--- config.mk ---
export PLATFORM = sky130hd
export DESIGN_NAME = vga_mem_dispatch_flat
export DESIGN_NICKNAME = d
export VERILOG_FILES = /design/src/rtl/vga_mem_dispatch_if.sv /design/src/rtl/vga_mem_dispatch.sv /design/src/flat_wrapper.sv
export SDC_FILE = /design/constraint.sdc
export NUM_CORES = 1
export LEC_CHECK = 0
export CORE_MARGIN = 4
export CORE_UTILIZATION = 35
export CTS_BUF_LIST = sky130_fd_sc_hd__clkbuf_16
export CTS_CLUSTER_DIAMETER = 120
export DETAILED_ROUTE_END_ITERATION = 7
export PLACE_DENSITY = 0.74
export SYNTH_ARGS = -nofsm -noshare
export SYNTH_HDL_FRONTEND = slang
export SYNTH_SLANG_ARGS = --single-unit
--- constraint.sdc ---
create_clock -name clk -period 1.8 [get_ports clk]
set_input_delay 0.18 -clock clk [delete_from_list [all_inputs] [get_ports clk]]
set_output_delay 0.18 -clock clk [all_outputs]
set_load 0.03 [all_outputs]
--- src/rtl/vga_mem_dispatch_if.sv ---
// CPU-side access port of the video memory dispatcher: a held request
// answered by a one-clock acknowledge that carries read data.
interface vga_mem_dispatch_if;
  logic        cpu_req;
  logic        cpu_we;
  logic [15:0] cpu_addr;
  logic [15:0] cpu_wdata;
  logic        cpu_ack;
  logic [15:0] cpu_rdata;

  modport master (
    output cpu_req, cpu_we, cpu_addr, cpu_wdata,
    input  cpu_ack, cpu_rdata
  );

  modport slave (
    input  cpu_req, cpu_we, cpu_addr, cpu_wdata,
    output cpu_ack, cpu_rdata
  );
endinterface

--- src/rtl/vga_mem_dispatch.sv ---
// Time-multiplexes one single-port video memory between the per-pixel text/glyph
// fetch (phases 0/1) and CPU accesses (phases 2/3) in front of VGA_Controller.
module vga_mem_dispatch #(
  parameter logic [15:0] GLYPH_BASE = 16'h0000,
  parameter int          ADDR_W     = 16
) (
  input  logic              clk,
  input  logic              rst,
  input  logic [1:0]        SubPixelCount,
  input  logic [1:0]        LineCount,
  input  logic [15:0]       TextAreaAddress,
  output logic [15:0]       ASCIIColChar,
  output logic [15:0]       GlyphWord,
  output logic [ADDR_W-1:0] mem_addr,
  output logic              mem_we,
  output logic [15:0]       mem_wdata,
  input  logic [15:0]       mem_rdata,
  vga_mem_dispatch_if.slave cpu,
  output logic              seq_err
);

  typedef enum logic [1:0] {
    PH_TEXT  = 2'd0,
    PH_GLYPH = 2'd1,
    PH_CPU_A = 2'd2,
    PH_CPU_B = 2'd3
  } phase_t;

  phase_t              phase;
  logic                grant;
  logic                ack_pending;
  logic                ack_rd;
  logic [15:0]         rdata_hold;
  logic [15:0]         char_p1;
  logic [1:0]          prev_spc;
  logic                chk_en;
  logic [ADDR_W-1:0]   glyph_addr;

  assign phase = phase_t'(SubPixelCount);

  // Glyph entry is 4 words per character; the text word arrives on mem_rdata in phase 1.
  assign glyph_addr = ADDR_W'(GLYPH_BASE)
                    + ADDR_W'({6'b0, mem_rdata[7:0], 2'b00})
                    + ADDR_W'(LineCount);

  always_comb begin
    grant     = 1'b0;
    mem_addr  = ADDR_W'(cpu.cpu_addr);
    mem_we    = 1'b0;
    mem_wdata = cpu.cpu_wdata;
    case (phase)
      PH_TEXT:  mem_addr = ADDR_W'(TextAreaAddress);
      PH_GLYPH: mem_addr = glyph_addr;
      default: begin
        // The ack cycle blocks a new grant so a held request is served once.
        grant  = cpu.cpu_req & ~ack_pending;
        mem_we = grant & cpu.cpu_we & rst;
      end
    endcase
  end

  assign cpu.cpu_ack   = ack_pending;
  assign cpu.cpu_rdata = ack_rd ? mem_rdata : rdata_hold;

  always_ff @(posedge clk or negedge rst) begin
    if (!rst) begin
      ack_pending  <= 1'b0;
      ack_rd       <= 1'b0;
      rdata_hold   <= '0;
      char_p1      <= '0;
      ASCIIColChar <= '0;
      GlyphWord    <= '0;
      prev_spc     <= '0;
      chk_en       <= 1'b0;
      seq_err      <= 1'b0;
    end else begin
      // CPU stage: grant edge -> ack cycle, read data captured at end of ack
      ack_pending <= grant;
      ack_rd      <= grant & ~cpu.cpu_we;
      if (ack_rd)
        rdata_hold <= mem_rdata;

      // Display stage p1: text word latched at the end of phase 1
      if (phase == PH_GLYPH)
        char_p1 <= mem_rdata;

      // Display stage p2: text and glyph presented together at the end of phase 2
      if (phase == PH_CPU_A) begin
        ASCIIColChar <= char_p1;
        GlyphWord    <= mem_rdata;
      end

      prev_spc <= SubPixelCount;
      chk_en   <= 1'b1;
      if (chk_en && (SubPixelCount != prev_spc + 2'd1))
        seq_err <= 1'b1;
    end
  end

endmodule

--- src/flat_wrapper.sv ---
// flat-port wrapper written by rule: the top's interface ports become plain ports
module vga_mem_dispatch_flat 
#(
  parameter logic [15:0] GLYPH_BASE = 16'h0000,
  parameter int          ADDR_W     = 16
)
  (clk, rst, SubPixelCount, LineCount, TextAreaAddress, ASCIIColChar, GlyphWord, mem_addr, mem_we, mem_wdata, mem_rdata, seq_err, cpu_cpu_req, cpu_cpu_we, cpu_cpu_addr, cpu_cpu_wdata, cpu_cpu_ack, cpu_cpu_rdata);
  vga_mem_dispatch_if cpu_i ();
  input  logic clk;
  input  logic rst;
  input  logic [1:0] SubPixelCount;
  input  logic [1:0] LineCount;
  input  logic [15:0] TextAreaAddress;
  output logic [15:0] ASCIIColChar;
  output logic [15:0] GlyphWord;
  output logic [ADDR_W-1:0] mem_addr;
  output logic mem_we;
  output logic [15:0] mem_wdata;
  input  logic [15:0] mem_rdata;
  output logic seq_err;
  input wire logic [$bits(cpu_i.cpu_req)-1:0] cpu_cpu_req;
  input wire logic [$bits(cpu_i.cpu_we)-1:0] cpu_cpu_we;
  input wire logic [$bits(cpu_i.cpu_addr)-1:0] cpu_cpu_addr;
  input wire logic [$bits(cpu_i.cpu_wdata)-1:0] cpu_cpu_wdata;
  output wire logic [$bits(cpu_i.cpu_ack)-1:0] cpu_cpu_ack;
  output wire logic [$bits(cpu_i.cpu_rdata)-1:0] cpu_cpu_rdata;
  assign cpu_i.cpu_req = cpu_cpu_req;
  assign cpu_i.cpu_we = cpu_cpu_we;
  assign cpu_i.cpu_addr = cpu_cpu_addr;
  assign cpu_i.cpu_wdata = cpu_cpu_wdata;
  assign cpu_cpu_ack = cpu_i.cpu_ack;
  assign cpu_cpu_rdata = cpu_i.cpu_rdata;
  vga_mem_dispatch #(.GLYPH_BASE(GLYPH_BASE), .ADDR_W(ADDR_W)) u_core (.clk(clk), .rst(rst), .SubPixelCount(SubPixelCount), .LineCount(LineCount), .TextAreaAddress(TextAreaAddress), .ASCIIColChar(ASCIIColChar), .GlyphWord(GlyphWord), .mem_addr(mem_addr), .mem_we(mem_we), .mem_wdata(mem_wdata), .mem_rdata(mem_rdata), .cpu(cpu_i), .seq_err(seq_err));
endmodule
Yosys cells after proc, flatten, opt, wreduce, memory -nomap -nowiden. Index checks and enable logic that the tools add are counted.

Register bits after elaboration: 70. Bits in latches: 0. Bits in writable memories: 0. Memory bits (read-only): 0. Bits of input ports: 72. Output and inout port bits: 83. Logic and storage cells: 27. Memories: 0.

Add/subtract/negate cells: 2. Multipliers: 0. Div/mod/pow operators: 0. Magnitude comparators: 0. Equality and inequality tests: 3. Shifts and indexed selects: 0. Multiplexer cells: 4. Bitwise operators: 6. Reductions and logical operators: 3.

Operator list (number): $pmux W16 S2 (1); $mux W16 (1); $add A10 B2 Y11 (1); $and A1 B1 Y1 (4); $add A2 B1 Y2 const B (1); $eq A2 B1 Y1 const B (1); $eq A2 B2 Y1 const B (1); $logic_not A2 Y1 (1); $mux W1 (2); $ne A2 B2 Y1 (1); $not A1 Y1 (2); $reduce_or A2 Y1 (1); $logic_and A1 B1 Y1 (1).

Logic depth before layout (Yosys ltp). Gate-level depths: netlist of run 1.

Depth after elaboration: 5. Depth in mapped cells: 5. Gate-level depth less buffers: 3.

Worst setup path after synthesis of run 1. No wires, ideal clock.

Path kind: input-to-output. Start: input port SubPixelCount[0]. End: output port mem_addr[0]. Arrival time: 1267 ps. Required time: 1620 ps. Setup slack: 353 ps. Cell stages on the path: 4. Path buffers: 2. Path through: buf_6 -> buf_4 -> mux2i_1 -> o21ai_0.

Longest elaborated chain between the ends: 2. Elaborated cells between the ends (all ways): 3. Classes of those cells: 1 x eq/ne; 1 x mux; 1 x reduce/logical.

RTL lines: start, declared (RTL line flat_wrapper.sv:11) `input logic [1:0] SubPixelCount;`; $eq A2 B1 Y1 / $logic_not A2 Y1 (equally long branches) (RTL line vga_mem_dispatch.sv:51) `case (phase)`; $pmux W16 S2 * (RTL line vga_mem_dispatch.sv:51); end, declared (RTL line flat_wrapper.sv:16) `output logic [ADDR_W-1:0] mem_addr;`.

Every way passes the cells marked *; elsewhere a longest branch is shown, timed or not.

Worst setup path after layout of run 1.
Start: register u_core.ack_rd. End: output port cpu_cpu_rdata[4].

Longest elaborated chain between the ends: 1.

RTL lines: start, declared (RTL line vga_mem_dispatch.sv:32) `logic ack_rd;`; start signal, assigned (RTL line vga_mem_dispatch.sv:79) `ack_rd <= grant & ~cpu.cpu_we;`; $mux W16 (RTL line vga_mem_dispatch.sv:63) `assign cpu.cpu_rdata = ack_rd ? mem_rdata : rdata_hold;`; end, declared (RTL line flat_wrapper.sv:26) `output wire logic [$bits(cpu_i.cpu_rdata)-1:0] cpu_cpu_rdata;`.

Every way passes these cells.

==> impl_metrics.py, run 1 <==
metrics = {
    "critical_path": {
        "reg2reg_slack_ns": 0.79,
        "worstReg2RegStart": "u_core.ack_rd",
        "r2r_cells": 2,
        "slowest_delay_ns": 0.36,
        "end_kind": "primary output",
        "crit_fanout": 5,
        "critPathRequiredTime_ns": 1.62,
        "crit_type": "reg2out",
        "path_cells": "buf_4 > mux2_2 > dlygate4sd2_1",
        "timing.rr.end": "u_core.rdata_hold[8]",
        "cp.arrival_ns": 1.56,
        "crit_slowest_cell": "dlygate4sd2_1",
        "crit_path_start_kind": "flip-flop",
    },
    "final_layout": {
        "multi_input_area_um2": 1210,
        "stdcell_count": 446,
        "antenna_cells": 0,
        "drive_above_1_share_pct": 35.5,
        "area_growth_pct": 46.0,
        "fin_nets": 407,
        "final_area_um2": 4660,
        "nFillCells": 760,
        "seq_area_um2": 1750,
    },
    "placement": {
        "dp_hpwl_um": 5880,
        "dp.cells": 431,
        "place.gp.congestion": 0.746,
        "place_area_um2": 4430,
        "io_buffers": 122,
    },
    "routing": {
        "avgRoutedWirePerCell_um": 17.1,
        "first_iter_violations": 32,
        "num_vias": 2081,
        "viasPerCell": 4.67,
        "drc_errors": 0,
        "drtAntennaViolNets": 0,
        "wl_um": 7610,
        "dr.pass1.iters": 4,
    },
    "pwr": {
        "p_int_mw": 3.70,
        "pwr-share-comb_pct": 31.7,
        "ir_drop_v": 0.000627,
        "clkPwrFrac_pct": 30.9,
        "p_sw_share_pct": 29.9,
        "leakage_nw": 2.17,
        "p_switching_mw": 1.58,
        "seq_power_share_pct": 37.5,
        "report.power.total_mw": 5.29,
        "p_per_area_nw_per_um2": 1130,
    },
    "cts": {
        "numCtsBuffers": 9,
        "clk_latency_ns": 0.32,
        "cts_tree": "built",
        "clockBufferDepth": 2,
        "clockRootBuffer": "clkbuf_16",
        "cts_max_level": 3,
        "cts_setup_buffers": 0,
        "path_clk_slew_ns": 0.05,
        "cts_sinks": 70,
    },
    "yosys": {
        "seq_area_frac_synth_pct": 54.8,
        "synthCells": 215,
        "synth_top_family_by_area": "multiplexers",
        "yosys_warnings": 0,
        "ys.flop_type": "dfrtp_1",
        "synth_top_area_share_pct": 54.8,
        "yosysMostFrequentCell": "dfrtp_1",
        "synthAdderAreaFrac_pct": 0,
        "ys_seq_elements": 70,
        "synthMuxAreaShare_pct": 30.4,
        "synth_top_area_cell": "dfrtp_1",
        "synth_compound_area_share_pct": 3.21,
        "synth-simple-area-share_pct": 3.84,
        "synth.distinct_cells": 23,
        "synthArstFlopShare_pct": 100,
        "netlist_area_um2": 3190,
        "synth.net_count": 287,
        "synth_edf_count": 0,
        "ys_top_cells_by_count": "dfrtp_1, mux2_4, mux2_2, buf_4",
        "ys_top_cells_by_area": "dfrtp_1, mux2_4, mux2_2, buf_4, mux2i_1",
        "synthXorXnorAreaFrac_pct": 0.274,
        "syn_area_per_cell_um2": 14.9,
    },
    "timing": {
        "max_freq_ghz": 0.575,
        "rsz0062_at_grt": "false",
        "min_period_ns": 1.74,
        "setup_violations": 0,
        "drv_slew": 0,
        "finalHoldViolCount": 0,
        "clock_skew_ns": 0.00383,
        "period_share_pct": 96.6,
        "setup_tns_ns": 0,
    },
    "grt": {
        "grt_use_total_pct": 14.3,
        "grt_pass1_wl_um": 12400,
        "antenna_found_initial": 0,
        "grt_pass1_vias": 2344,
        "grt_start_max_net_pins": 32,
        "grt_overflow": 0,
    },
    "floorplan": {
        "start_util_pct": 36.3,
        "io_pins": 155,
        "fp.dieH_um": 104,
        "die_w_um": 104,
        "core_area_um2": 8810,
        "die_area_um2": 10700,
        "num_rows": 34,
    },
    "status": {
        "status": "finished clean",
    },
    "hold_path": {
        "hp-class": "in2async",
    },
    "job": {
        "max-cap-violations": 0,
    },
}
## worst max-delay path: cells and delay by family (launching register included)
kind                   cells  cell delay [ns]
muxes                      1             0.35
buffers and inverters      2             0.53
DFF                        1             0.35
## cell type report
type	instances	share of cell area (%)
clock buffer	9	4.83
clock inverter	5	0.966
multi-input combinational	116	25.9
sequential	70	37.6
tap	108	2.90
timing repair buffer	138	27.8
## metrics by stage
| step | setup slack, ns | hold WS, ns | utilization [%] |
|---|---|---|---|
| 2_1_floorplan | 0.353 | -0.116 | - |
| 3_3_place_gp | 0.0934 | 0.0320 | 50.3 |
| 3_5_place_dp | 0.0760 | 0.0357 | 50.3 |
| 4_1_cts | 0.0251 | 0.236 | 53.3 |
| 5_1_grt | 0.00354 | 0.250 | 53.0 |
| 6_report | 0.0607 | 0.240 | 53.0 |
## what timing repair did
action | 4_1_cts | 5_1_grt
hold buffers | 1 | 0
gates cloned | 0 | 0
setup endpoints to repair | 13 | 11
hold endpoints to repair | 10 | 0
resized for setup | 14 | 20
## metal layers
layer	global-route usage (%)	part of all wire, %
met1	17.1	42
met2	24.7	52
met3	5.22	5.8
met4	2.94	0.83
met5	0	0
## state kept, by name, indices dropped and copies added, names as in the netlist
name / count
u_core.prev_spc: 2
u_core.chk_en: 1
u_core.GlyphWord: 16
u_core.ASCIIColChar: 16
u_core.char_p1: 16
u_core.cpu.cpu_ack: 1
u_core.ack_rd: 1
u_core.seq_err: 1
u_core.rdata_hold: 16
## how the worst max path moves through the flow
stage	startpoint	cells past startpoint	endpoint	slack (ns)
after floorplan	SubPixelCount[0]	4	mem_addr[0]	0.35
after global placement	mem_rdata[15]	3	cpu_cpu_rdata[15]	0.09
after detailed placement	mem_rdata[15]	3	cpu_cpu_rdata[15]	0.08
after CTS	u_core.ack_rd	3	cpu_cpu_rdata[8]	0.03
after global routing	u_core.ack_rd	3	cpu_cpu_rdata[4]	0.004
final	u_core.ack_rd	3	cpu_cpu_rdata[4]	0.06
## power groups by stage
stage / Combinational, mW / Sequential, mW / Clock, mW
2_1_floorplan: 0.780 / 2.27 / 0
3_3_place_gp: 1.72 / 2.00 / 0
3_5_place_dp: 1.75 / 2.01 / 0
4_1_cts: 1.71 / 1.99 / 1.67
5_1_grt: 1.76 / 2.02 / 1.73
6_report: 1.67 / 1.98 / 1.63
## cells by family after synthesis
family | Yosys count
other | 1
AO/OA/AOI/OAI | 17
multiplexers | 74
flip-flops | 70
buffers and inverters | 29
AND/OR/NAND/NOR | 23
XOR/XNOR | 1
## cell usage in the layout, fill, tap and decap left out, drive strengths merged, types with 2 or more instances in the layout
cell / synthesis / layout
buf: 28 / 36
o21ai: 12 / 12
a22o: 4 / 4
dfrtp: 70 / 70
nand2b: 4 / 4
clkinv: 0 / 2
inv: 0 / 2
clkdlybuf4s15: 0 / 2
clkdlybuf4s50: 0 / 88
clkbuf: 1 / 18
nand2: 12 / 12
dlygate4sd2: 0 / 2
nor2: 2 / 2
mux2: 64 / 64
mux2i: 10 / 10
No activity file was read; power rests on OpenSTA's default activity.
==> run 2, diff against run 1 <==
--- a/config.mk
+++ b/config.mk
@@ -5,11 +5,13 @@
 export SDC_FILE = /design/constraint.sdc
 export NUM_CORES = 1
 export LEC_CHECK = 0
+export CORE_ASPECT_RATIO = 0.5
 export CORE_MARGIN = 4
 export CORE_UTILIZATION = 35
 export CTS_BUF_LIST = sky130_fd_sc_hd__clkbuf_16
 export CTS_CLUSTER_DIAMETER = 120
 export DETAILED_ROUTE_END_ITERATION = 7
+export GPL_ROUTABILITY_DRIVEN = 0
 export PLACE_DENSITY = 0.74
 export SYNTH_ARGS = -nofsm -noshare
 export SYNTH_HDL_FRONTEND = slang
==> run 2 against run 1 <==
Global-route usage increased by 1.3 points; combinational power hardly changed; first-iteration DRC count rose to 3.5 times the previous value; sequential power about the same; sequential share of layout area is 0.77 points lower.
==> impl_metrics.py, run 2 (synthesized netlist as in run 1, its figures left out) <==
metrics = {
    "timing": {
        "setup_violations": 0,
        "setup_tns_ns": 0,
        "drv_slew": 0,
        "max_freq_ghz": 0.577,
        "period_share_pct": 96.4,
        "finalHoldViolCount": 0,
        "maxSlewHeadroom_pct": 59.0,
        "worstMarginPinSlew_ns": 0.615,
        "rsz0062_at_grt": "false",
        "min_period_ns": 1.73,
        "clock_skew_ns": 0.00455,
    },
    "final_layout": {
        "nFillCells": 720,
        "mostFrequentLayoutCells": "clkdlybuf4s50_1, dfrtp_1, mux2_4, buf_4, mux2_2",
        "drive_above_1_share_pct": 38.0,
        "area_growth_pct": 49.0,
        "final_area_um2": 4760,
        "antenna_cells": 0,
        "final_common_cell": "clkdlybuf4s50_1",
        "fin_nets": 413,
        "seq_area_um2": 1750,
        "multi_input_area_um2": 1210,
    },
    "routing": {
        "viasPerCell": 4.53,
        "first_iter_violations": 113,
        "avgRoutedWirePerCell_um": 17.6,
        "dr.pass1.iters": 4,
        "num_vias": 2095,
        "drtAntennaViolNets": 0,
        "drc_errors": 0,
        "wl_um": 8150,
    },
    "floorplan": {
        "start_util_pct": 36.3,
        "num_rows": 24,
        "die_area_um2": 10800,
        "io_pins": 155,
        "die_w_um": 143,
        "core_area_um2": 8800,
        "fp.dieH_um": 75.6,
    },
    "cts": {
        "cts_tree": "built",
        "clockRootBuffer": "clkbuf_16",
        "path_clk_slew_ns": 0.05,
        "cts_setup_buffers": 0,
        "cts_sinks": 70,
        "clk_latency_ns": 0.33,
        "clockBufferDepth": 2,
        "cts_max_level": 3,
        "numCtsBuffers": 9,
    },
    "critical_path": {
        "crit_type": "reg2out",
        "end_kind": "primary output",
        "crit_path_start_kind": "flip-flop",
        "critPathRequiredTime_ns": 1.62,
        "reg2reg_slack_ns": 0.75,
        "cp.arrival_ns": 1.55,
        "crit_fanout": 8,
        "cp-startpoint": "u_core.ack_rd",
        "worstReg2RegStart": "u_core.ack_rd",
    },
    "pwr": {
        "report.power.total_mw": 5.50,
        "leakage_nw": 2.22,
        "ir_drop_v": 0.000703,
        "p_per_area_nw_per_um2": 1150,
    },
    "placement": {
        "io_buffers": 122,
        "dp_hpwl_um": 6300,
        "place_area_um2": 4500,
    },
    "job": {
        "max-cap-violations": 0,
    },
    "grt": {
        "grt_use_total_pct": 15.6,
        "grt_pass1_wl_um": 12700,
        "antenna_found_initial": 0,
        "grt_pass1_vias": 2331,
        "grt_overflow": 0,
        "grt_start_max_net_pins": 51,
    },
    "hold_path": {
        "hp-class": "in2out",
        "worstHoldStart": "cpu_cpu_wdata[11]",
    },
    "status": {
        "status": "finished clean",
    },
}
run 2: cell types whose count changed in the layout (fill, tap and decap cells not counted):
cell / before / now
buf_12: 4 / 5
buf_4: 31 / 34
clkdlybuf4s15_2: 0 / 1
clkinv_2: 0 / 1
clkinvlp_4: 0 / 1
dlygate4sd2_1: 2 / 0
clkinv_1: 2 / 0
clkbuf_2: 9 / 11
bufinv_16: 1 / 2
buf_2: 0 / 1
run 2: path summary, 6_finish.rpt:
check | end | cells past startpoint
max in group asynchronous | u_core.char_p1[1] | 3
worst max register to register | u_core.rdata_hold[3] | 2
worst min register to register | u_core.rdata_hold[15] | 1
worst min-delay path | mem_wdata[11] | 0
min in group asynchronous | u_core.rdata_hold[15] | 3
worst max-delay path | cpu_cpu_rdata[8] | 3
run 2: repair_timing:
item | in CTS | in global routing
gates resized for setup | 21 | 20
setup endpoints to repair | 14 | 17
hold endpoints to repair | 35 | 0
hold buffers | 1 | 0
run 2: worst max-delay path, stage by stage (launching register included):
cell	delay (ns)
dfrtp_1	0.34
buf_4	0.18
mux2_2	0.36
clkdlybuf4s15_1	0.34
run 2: final cells by class:
cell class                 count  area share, %
clock buffer                   9           4.73
multi-input combinational    116           25.4
sequential                    70           36.8
timing repair buffer         144           28.3
clock inverter                 6           1.68
tap                          117           3.07
run 2: through the flow:
stage	worst slack [ns]	instances	util, %	hold WS, ns
2_1_floorplan	0.353	215	-	-0.116
3_3_place_gp	0.0883	446	51.1	0.176
3_5_place_dp	0.0608	446	51.1	0.186
4_1_cts	0.00296	462	54.6	0.360
5_1_grt	0.00536	462	54.1	0.360
6_report	0.0656	462	54.1	0.360
run 2: per-layer routing:
| layer | global-route usage [%] | share of wire, % |
|---|---|---|
| met4 | 8.75 | 3.3 |
| met2 | 27.8 | 53 |
| met3 | 4.51 | 4.5 |
| met5 | 0 | 0 |
| met1 | 17.3 | 39 |
run 2: where the power goes:
part / total (mW) / internal [mW] / switching [mW] / leakage (nW)
clock: 1.81 / 1.19 / 0.618 / 0.154
sequential: 1.99 / 1.85 / 0.137 / 0.825
combinational: 1.70 / 0.825 / 0.873 / 1.24
total: 5.50 / 3.87 / 1.63 / 2.22
